$ cat src/rtl/safecrack_access_arbiter.sv
// Shares the lock's digit-entry port between the keypad (req 0) and the remote console (req 1).
// One session at a time, round-robin on ties, with an inactivity timeout.
module safecrack_access_arbiter #(
  parameter int N_DIGITS       = 3,
  parameter int SESSION_CYCLES = 500_000_000
) (
  input  logic       clk,
  input  logic       rst,
  input  logic [1:0] req,
  input  logic [1:0] digit_valid,
  input  logic [3:0] digit,
  input  logic       lock_busy,
  input  logic       lock_result_valid,
  input  logic       lock_result_ok,
  output logic [1:0] gnt,
  output logic       lock_digit_valid,
  output logic [1:0] lock_digit,
  output logic       lock_abort,
  output logic [1:0] done,
  output logic       result_ok,
  output logic       timeout
);

  localparam int TW = (SESSION_CYCLES > 1) ? $clog2(SESSION_CYCLES) : 1;
  localparam int CW = $clog2(N_DIGITS + 1);
  localparam logic [TW-1:0] T_MAX  = TW'(SESSION_CYCLES - 1);
  localparam logic [CW-1:0] C_LAST = CW'(N_DIGITS - 1);

  // IDLE: arbitrate | GRANT: forward digits | WAIT_RESULT: await verdict | RELEASE: drop grant
  typedef enum logic [1:0] {IDLE, GRANT, WAIT_RESULT, RELEASE} state_t;

  state_t        state_q;
  logic [1:0]    gnt_q;
  logic          gidx_q;
  logic          last_q;
  logic [CW-1:0] count_q;
  logic [TW-1:0] timer_q;
  logic          ldv_q;
  logic [1:0]    ld_q;
  logic          abort_q;
  logic [1:0]    done_q;
  logic          result_ok_q;
  logic          timeout_q;

  logic       pick_d;
  logic       own_req;
  logic       own_strobe;
  logic [1:0] own_digit;
  logic       tmr_exp;

  assign pick_d     = (req == 2'b11) ? ~last_q : req[1];
  assign own_req    = req[gidx_q];
  assign own_strobe = digit_valid[gidx_q];
  assign own_digit  = gidx_q ? digit[3:2] : digit[1:0];
  assign tmr_exp    = (timer_q == T_MAX);

  always_ff @(posedge clk or posedge rst) begin
    if (rst) begin
      state_q     <= IDLE;
      gnt_q       <= 2'b00;
      gidx_q      <= 1'b0;
      last_q      <= 1'b1;
      count_q     <= '0;
      timer_q     <= '0;
      ldv_q       <= 1'b0;
      ld_q        <= 2'b00;
      abort_q     <= 1'b0;
      done_q      <= 2'b00;
      result_ok_q <= 1'b0;
      timeout_q   <= 1'b0;
    end else begin
      ldv_q       <= 1'b0;
      abort_q     <= 1'b0;
      done_q      <= 2'b00;
      result_ok_q <= 1'b0;
      timeout_q   <= 1'b0;
      case (state_q)
        IDLE: begin
          if (!lock_busy && (req != 2'b00)) begin
            gidx_q  <= pick_d;
            gnt_q   <= pick_d ? 2'b10 : 2'b01;
            count_q <= '0;
            timer_q <= '0;
            state_q <= GRANT;
          end
        end
        GRANT: begin
          // A dropped request outranks a same-cycle strobe; a strobe outranks expiry.
          if (!own_req) begin
            abort_q <= 1'b1;
            state_q <= RELEASE;
          end else if (own_strobe) begin
            ldv_q   <= 1'b1;
            ld_q    <= own_digit;
            timer_q <= '0;
            count_q <= count_q + 1'b1;
            if (count_q == C_LAST) state_q <= WAIT_RESULT;
          end else if (tmr_exp) begin
            abort_q   <= 1'b1;
            timeout_q <= 1'b1;
            state_q   <= RELEASE;
          end else begin
            timer_q <= timer_q + 1'b1;
          end
        end
        WAIT_RESULT: begin
          if (lock_result_valid) begin
            done_q      <= gidx_q ? 2'b10 : 2'b01;
            result_ok_q <= lock_result_ok;
            state_q     <= RELEASE;
          end else if (tmr_exp) begin
            done_q    <= gidx_q ? 2'b10 : 2'b01;
            timeout_q <= 1'b1;
            state_q   <= RELEASE;
          end else begin
            timer_q <= timer_q + 1'b1;
          end
        end
        RELEASE: begin
          gnt_q   <= 2'b00;
          last_q  <= gidx_q;
          count_q <= '0;
          timer_q <= '0;
          state_q <= IDLE;
        end
        default: state_q <= IDLE;
      endcase
    end
  end

  assign gnt              = gnt_q;
  assign lock_digit_valid = ldv_q;
  assign lock_digit       = ld_q;
  assign lock_abort       = abort_q;
  assign done             = done_q;
  assign result_ok        = result_ok_q;
  assign timeout          = timeout_q;

endmodule
$ cat config.mk
export PLATFORM = sky130hd
export DESIGN_NAME = safecrack_access_arbiter
export DESIGN_NICKNAME = d
export VERILOG_FILES = /design/src/rtl/safecrack_access_arbiter.sv
export SDC_FILE = /design/constraint.sdc
export NUM_CORES = 1
export LEC_CHECK = 0
export CAP_MARGIN = 20
export CORE_ASPECT_RATIO = 1.75
export CORE_MARGIN = 2
export CORE_UTILIZATION = 35
export CTS_CLUSTER_SIZE = 10
export DETAILED_ROUTE_END_ITERATION = 10
export GPL_ROUTABILITY_DRIVEN = 0
export PLACE_DENSITY = 0.61
export SYNTH_ARGS = -nofsm -noshare
export SYNTH_HDL_FRONTEND = slang
export SYNTH_SLANG_ARGS = --single-unit
$ cat constraint.sdc
create_clock -name clk -period 2.3 [get_ports clk]
set_input_delay 0.46 -clock clk [delete_from_list [all_inputs] [get_ports clk]]
set_output_delay 0.46 -clock clk [all_outputs]
set_load 0.02 [all_outputs]
==> results of run 1 <==
## flip-flops by register name, summed over array words and instances, names as in the netlist
name,cells
count_q,2
done,2
gidx_q,1
gnt,2
last_q,1
lock_abort,1
lock_digit,2
lock_digit_valid,1
result_ok,1
state_q,2
timeout,1
timer_q,29
## metal layers
layer	part of all wire, %	GRT usage (%)	vias to the layer above
li1	-	-	1197
met1	34	17.94	1259
met2	60	36.49	49
met3	2.2	2.435	18
met4	3.7	10.10	0
met5	0	0	-
## synth_stat cells, drive strengths merged, types with 2 or more instances
library cell / count
ha: 8
dfrtp: 44
and4: 2
o21ai: 14
a21oi: 20
o22ai: 2
or4: 14
buf: 5
nor4: 7
a221oi: 2
or4b: 2
inv: 15
and2: 5
a21o: 2
or3: 4
nand4: 10
nor3: 6
mux2i: 14
o31ai: 13
nand2: 30
nand2b: 9
mux2: 3
nand3: 17
clkbuf: 8
and3: 8
nor2: 11
## stage by stage
stage	worst slack (ns)	instances	utilization [%]	total power [mW]	area [µm²]
detailed placement	-0.2654	424	43.76	2.502	3266
floorplan	-0.005695	288	-	1.916	2685
CTS	-0.1004	433	46.85	3.464	3496
global placement	-0.2203	424	43.76	2.461	3266
finish	-0.1079	439	48.74	3.491	3637
global route	-0.1980	439	48.74	3.709	3637
## layout make-up
type	instances	area share [%]
Clock inverter	3	1.789
Sequential cell	45	30.99
Inverter	15	1.548
Tap cell	88	3.027
Clock buffer	5	3.440
Timing Repair Buffer	67	17.20
Multi-Input combinational cell	216	42.00
## cells by family (layout without fill, tap and decap cells)
logic type               after synthesis  after routing  synth area share [%]
AO/OA/AOI/OAI                         61             61                 14.59
adder cells (fa/ha/maj)                8              8                 3.752
AND/OR/NAND/NOR                      129            130                 27.77
flip-flops                            45             45                 42.26
multiplexers                          17             17                 6.519
buffers and inverters                 28             90                 5.112
## power breakdown
group / leakage, nW / total (mW) / internal [mW] / switching (mW)
combinational: 0.841 / 1.58 / 0.661 / 0.918
clock: 0.0938 / 0.931 / 0.621 / 0.310
sequential: 0.612 / 0.981 / 0.902 / 0.0791
total: 1.55 / 3.49 / 2.18 / 1.31
## worst max-delay path by stage
stage / start / end / cells after the start / slack [ns]
2_1_floorplan: timer_q[8] / timer_q[18] / 6 / -0.006
3_3_place_gp: req[0] / timer_q[5] / 6 / -0.22
3_5_place_dp: req[0] / timer_q[25] / 6 / -0.27
4_1_cts: timer_q[15] / timer_q[24] / 5 / -0.10
5_1_grt: timer_q[12] / timer_q[4] / 8 / -0.20
6_report: timer_q[12] / timer_q[4] / 8 / -0.11
## what timing repair did
| item | 4_1_cts | 5_1_grt |
|---|---|---|
| resized for setup | 8 | 16 |
| buffers inserted | 0 | 6 |
| pin swaps | 7 | 11 |
| setup endpoints to repair | 8 | 32 |
| cloned | 1 | 2 |
==> impl_metrics.yaml, run 1 <==
cts:
  numCtsBuffers: 5
  clkTransAtPathRegs_ns: 0.07
  clock_latency_ns: 0.29
  cts_htree_levels: 2
  cts_hold_buf: 0
  clockBufferDepth: 2
  tritoncts: "yes"
  clkSinkCount: 45
  clockRootBuffer: "clkbuf_16"
synthesis:
  ys.flop_type: "dfrtp_1"
  syn_area_um2: 2668
  synth.distinct_cells: 53
  synth_cells: 288
  synth-edff-count: 0
  yosysTopAreaCell: "dfrtp_1"
  synth_top_area_share_pct: 41.28
  synth_seq_cells: 45
  ys_seq_area_share_pct: 42.26
  async_reset_ff_share_pct: 100.0
  synthTopCellsByArea: "dfrtp_1, mux2i_1, nand2_1"
  yosys_warnings: 0
  syn_nets: 309
  synth.avg_cell_area_um2: 9.262
sta:
  whs_ns: 0.4808
  hold_viol_final: 0
  period_needed_ns: 2.408
  tightest_slew_ns: 0.5287
  slew_violations: 0
  setup_ws_ns: -0.1079
  rsz0062_at_grt: "true"
  tns_ns: -1.695
  max_freq_mhz: 415.3
  finalSetupViolations: 31
  skew_ns: 0.006971
  timing.final.crit_share_pct: 104.7
  slew_headroom_pct: 64.43
final_layout:
  final_nets: 371
  multi_input_area_um2: 1528
  seq_area_um2: 1127
  final_cell_mix: "dfrtp_1, buf_4, nand2_1"
  drive_above_1_share_pct: 23.65
  diodes: 0
  fillers: 738
  final_common_cell: "dfrtp_1"
  syn2layout_area_growth_pct: 36.35
pwr:
  power_density_nw_per_um2: 959.9
  power_leakage_nw: 1.547
  peakVddDrop_v: 0.0007143
setup_path:
  crit_fanout: 7
  critical_path_arrival_ns: 2.58
  reg2reg_depth: 8
  crit_path_end_kind: "flip-flop"
  required_ns: 2.47
  cp_num_buf_inv: 3
  reg2reg_from: "timer_q[12]"
  worstSetupPathType: "reg2reg"
  rrSetupSlack_ns: -0.11
  start_kind: "flip-flop"
  critical-path-top-delay-family: "simple AND/OR/NAND/NOR gates"
  worstPathCellList: "or4bb_4, or4_4, nor3_4, buf_6, buf_12, buf_8, or4_1, a21oi_2"
  critPathMaxStageDelay_ns: 0.57
  slowest_stage: "or4bb_4"
  r2r_end: "timer_q[4]"
drt:
  detail-route-antenna-nets: 0
  wirelength_mm: 7.525
  first_pass_iters: 4
  drt_iter0_drc: 168
  wl_per_cell_um: 17.14
  viasPerCell: 5.747
  vias: 2523
  drc: 0
floorplan:
  core_um2: 7462
  die_h_um: 119.5
  die_w_um: 70.00
  start_util_pct: 35.75
  pin_count: 23
  row_count: 42
  fp.dieArea_um2: 8364
placement:
  dp_hpwl_mm: 5.356
  port_buffers: 22
grt:
  grt_overflow: 0
  antenna_found_initial: 0
  grt_pass1_vias: 2595
  grt_util_all_layers_pct: 18.54
  grt_pass1_wl_mm: 12.20
  grt_max_degree: 28
hold_path:
  hold_path_class: "in2async"
status:
  status: "finished, violations left"
  violations: "setup timing"
run:
  maxCapViolations: 0
Power figures use the tool's default switching activity.
==> inputs of run 2 (changes only) <==
- CORE_MARGIN: 2 -> 4
==> impl_metrics.yaml, run 2 (synthesis gave the netlist of run 1 again) <==
pwr:
  p_clk_share_pct: 22.8
  p_sw_share_pct: 39.14
  p_sw_mw: 1.314
  peakVddDrop_v: 0.0006274
  p_int_mw: 2.043
  p_seq_share_pct: 29.1
  power_leakage_nw: 1.575
  power_density_nw_per_um2: 911.2
  fin_total_pwr_mw: 3.356
  pwr-share-comb_pct: 48.1
placement:
  port_buffers: 22
  placed_area_um2: 3273
  dp_hpwl_mm: 5.167
  post-place-ws_ns: -0.3165
drt:
  viasPerCell: 5.639
  detail-route-antenna-nets: 0
  wl_per_cell_um: 16.43
  drc: 0
  wirelength_mm: 7.231
  drt_iter0_drc: 164
  first_pass_iters: 4
  vias: 2481
sta:
  skew_ns: 0.006622
  finalSetupViolations: 4
  rsz0062_at_grt: "true"
  max_freq_mhz: 425.1
  hold_viol_final: 0
  tns_ns: -0.07709
  slew_violations: 0
  slew_headroom_pct: 63.74
  period_needed_ns: 2.353
  tightest_slew_ns: 0.5382
  setup_ws_ns: -0.05254
  timing.final.crit_share_pct: 102.3
cts:
  tritoncts: "yes"
  cts_hold_buf: 0
  clkTransAtPathRegs_ns: 0.06
  cts_htree_levels: 2
  clockBufferDepth: 2
  numCtsBuffers: 5
  clock_latency_ns: 0.29
  clkSinkCount: 45
  clockRootBuffer: "clkbuf_16"
grt:
  grt_pass1_wl_mm: 12.25
  grt_overflow: 0
  met1_usage_pct: 18.38
  grt_pass1_vias: 2596
  busiest_layer: "met2"
  grt_util_all_layers_pct: 17.39
  grtUsageMet2_pct: 32.44
  grtUsageMet3_pct: 2.766
  antenna_found_initial: 0
  grt_max_degree: 46
setup_path:
  slowest_stage: "or4_4"
  crit_path_end_kind: "flip-flop"
  start_kind: "flip-flop"
  reg2reg_from: "timer_q[12]"
  critPathMaxStageDelay_ns: 0.57
  worstSetupPathType: "reg2reg"
  critical_path_arrival_ns: 2.56
  crit_fanout: 6
  startpoint: "timer_q[12]"
  required_ns: 2.51
  worstPathCellList: "or4bb_4, or4_4, or3_4, and3_2, mux2i_1"
status:
  violations: "setup timing"
  status: "finished, violations left"
final_layout:
  final_core_utilization_pct: 50.21
  regMostFlops: "timer_q"
  diodes: 0
  fillers: 665
  final_nets: 374
  final_cell_mix: "dfrtp_1, buf_4, nand2_1"
  largest_register_ffs: 29
  design_area_um2: 3684
  final_common_cell: "dfrtp_1"
  drive_above_1_share_pct: 27.68
  syn2layout_area_growth_pct: 38.09
floorplan:
  core_um2: 7336
  die_h_um: 123.5
  die_w_um: 74.00
  row_count: 41
  start_util_pct: 36.36
  pin_count: 23
  fp.dieArea_um2: 9138
run:
  maxCapViolations: 0
hold_path:
  hold_path_class: "reg2reg"
  hold_start: "lock_digit[0]"
## run 2: path summary, 6_finish.rpt
| check | endpoint | slack (ns) | cells past startpoint |
|---|---|---|---|
| min reg2reg | lock_digit[0] | 0.49 | 2 |
| max | timer_q[26] | -0.05 | 5 |
| max reg2reg | timer_q[26] | -0.05 | 5 |
| min | lock_digit[0] | 0.49 | 2 |
| max in group asynchronous | last_q | 1.51 | 3 |
| min in group asynchronous | done[1] | 0.52 | 3 |
## run 2: metal layers
metal / share of wire [%] / wire length (µm) / up-vias
met2: 57 / 4149 / 45
met3: 2.1 / 154 / 13
met4: 2.5 / 184 / 0
met5: 0 / 0 / -
met1: 38 / 2742 / 1222
li1: - / - / 1201
## run 2: layout make-up
| class | count | area, µm² | area share, % |
|---|---|---|---|
| Timing Repair Buffer | 70 | 640.6 | 17.39 |
| Clock buffer | 7 | 152.6 | 4.144 |
| Clock inverter | 1 | 5.005 | 0.1359 |
| Sequential cell | 45 | 1127 | 30.60 |
| Tap cell | 86 | 107.6 | 2.921 |
| Inverter | 15 | 56.30 | 1.529 |
| Multi-Input combinational cell | 216 | 1594 | 43.27 |
## run 2: per-stage QoR
stage,instances,hold WS (ns)
4_1_cts,434,0.4945
5_1_grt,440,0.5276
6_report,440,0.4927
3_5_place_dp,425,0.4763
2_1_floorplan,288,0.4537
3_3_place_gp,425,0.4633
## run 2: repair_timing
action	CTS	global route
pin swaps	0	17
endpoints found under the setup margin	14	28
setup buffers	0	8
resized for setup	9	39
cloned	1	1
## run 2: power groups by stage
stage	sequential (mW)	clock [mW]	combinational [mW]
finish	0.978	0.764	1.61
global route	0.991	0.823	1.78
CTS	0.975	0.781	1.54
detailed placement	0.988	0	1.51
global placement	0.983	0	1.47
floorplan	1.02	0	0.892
## run 2: critical path: cells and delay by family (launching register included)
kind	cells	cell delay [ns]
DFF	1	0.38
and+or+nand+nor	4	1.75
muxes	1	0.16
==> inputs of run 3 (changes only) <==
- CORE_UTILIZATION: 35 -> 45
- CTS_CLUSTER_SIZE: 10 -> default
- PLACE_DENSITY: 0.61 -> 0.73
- SLEW_MARGIN: default -> 30
==> impl_metrics.yaml, run 3 (synthesis gave the netlist of run 1 again) <==
setup_path:
  reg2reg_from: "timer_q[9]"
  critical_path_arrival_ns: 2.59
  crit_fanout: 5
  startpoint: "timer_q[9]"
  start_kind: "flip-flop"
  rrSetupSlack_ns: -0.06
  worstSetupPathType: "reg2reg"
  crit_path_end_kind: "flip-flop"
  required_ns: 2.53
hold_path:
  hold_path_class: "in2async"
sta:
  finalSetupViolations: 12
  timing.final.crit_share_pct: 102.4
  slew_headroom_pct: 63.89
  max_freq_mhz: 424.6
  setup_ws_ns: -0.05503
  slew_violations: 0
  whs_ns: 0.4845
  tightest_slew_ns: 0.5367
  skew_ns: 0.01090
  rsz0062_at_grt: "true"
  period_needed_ns: 2.355
  hold_viol_final: 0
floorplan:
  die_h_um: 109.9
  fp.dieArea_um2: 7272
  start_util_pct: 47.00
  pin_count: 23
  row_count: 36
  die_w_um: 66.20
  core_um2: 5675
final_layout:
  syn2layout_area_growth_pct: 30.49
  design_area_um2: 3481
  regMostFlops: "timer_q"
  largest_register_ffs: 29
  final_nets: 371
  diodes: 0
  final_cell_mix: "dfrtp_1, buf_4, nand2_1"
  final_cells: 427
  drive_above_1_share_pct: 25.07
  final_common_cell: "dfrtp_1"
placement:
  dp_cells: 411
  post-place-ws_ns: -0.2574
  dp_hpwl_mm: 4.946
  port_buffers: 22
  placed_area_um2: 3218
drt:
  detail-route-antenna-nets: 0
  drc: 0
  drt_iter0_drc: 110
  wirelength_mm: 7.084
  viasPerCell: 5.923
  wl_per_cell_um: 16.59
  vias: 2529
  first_pass_iters: 4
cts:
  cts_htree_levels: 2
  numCtsBuffers: 5
  clockBufferDepth: 2
  clockRootBuffer: "clkbuf_8"
  clkTransAtPathRegs_ns: 0.09
  tritoncts: "yes"
  clkSinkCount: 45
  clock_latency_ns: 0.31
run:
  maxCapViolations: 0
pwr:
  power_leakage_nw: 1.485
  peakVddDrop_v: 0.0008291
  power_density_nw_per_um2: 869.2
  fin_total_pwr_mw: 3.026
status:
  status: "finished, violations left"
  violations: "setup timing"
grt:
  antenna_found_initial: 0
  grt_max_degree: 46
  grt_overflow: 0
  grt_pass1_wl_mm: 11.96
  grt_util_all_layers_pct: 21.44
  grt_pass1_vias: 2546
==> run 3: cell types whose count changed in the layout (fill, tap and decap cells not counted), moves of 3 or more <==
cell	change
clkbuf_16	-5
clkbuf_8	+3
nor4_4	-3
o31ai_1	+3
nor4_1	+3
==> run 3: critical path, stage by stage, from the launching register on <==
cell	delay, ns
dfrtp_1	0.39
or4b_1	0.53
or4_4	0.59
nor3_4	0.21
buf_6	0.17
nor4_1	0.07
buf_4	0.14
mux2i_1	0.16
==> run 3: final timing paths <==
kind	cells after the start	endpoint
min	3	timer_q[15]
min in group clk	2	lock_digit[0]
min reg2reg	2	lock_digit[0]
max in group asynchronous	3	last_q
max reg2reg	7	timer_q[9]
max	7	timer_q[9]
==> run 3: per-layer routing <==
metal | wire length, µm | vias to the layer above | global-route usage (%)
met4 | 285 | 0 | 11.34
met5 | 0 | - | 0
met2 | 3894 | 73 | 39.30
met1 | 2631 | 1245 | 22.84
met3 | 273 | 21 | 3.476
li1 | - | 1190 | -
==> run 3: power by group <==
| group | switching [mW] | total (mW) | internal [mW] |
|---|---|---|---|
| clock | 0.277 | 0.488 | 0.211 |
| combinational | 0.913 | 1.57 | 0.656 |
| sequential | 0.0675 | 0.968 | 0.900 |
==> run 3: cell type report <==
| class | count | area [µm²] |
|---|---|---|
| flip-flops and latches | 45 | 1127 |
| clock buffers | 6 | 72.57 |
| multi-input cells | 216 | 1531 |
| fillers | 522 | 2195 |
| clock inverters | 2 | 10.01 |
| well taps | 76 | 95.09 |
| inverters | 15 | 56.30 |
| repair buffers | 67 | 588.1 |
==> run 3: per-stage QoR <==
step            TNS [ns]  util (%)
6_report         -0.2632     61.33
3_5_place_dp      -3.351     56.70
4_1_cts          -0.3071     58.86
2_1_floorplan  -0.005695         -
3_3_place_gp      -2.805     56.70
5_1_grt           -1.397     61.33
==> run 3: timing repair <==
action | in CTS | in global routing
hold buffers | 0 | 0
resized for setup | 6 | 25
endpoints found under the setup margin | 8 | 32
buffers inserted | 1 | 4
endpoints found under the hold margin | 0 | 0
gates cloned | 1 | 2
pin swaps | 3 | 13
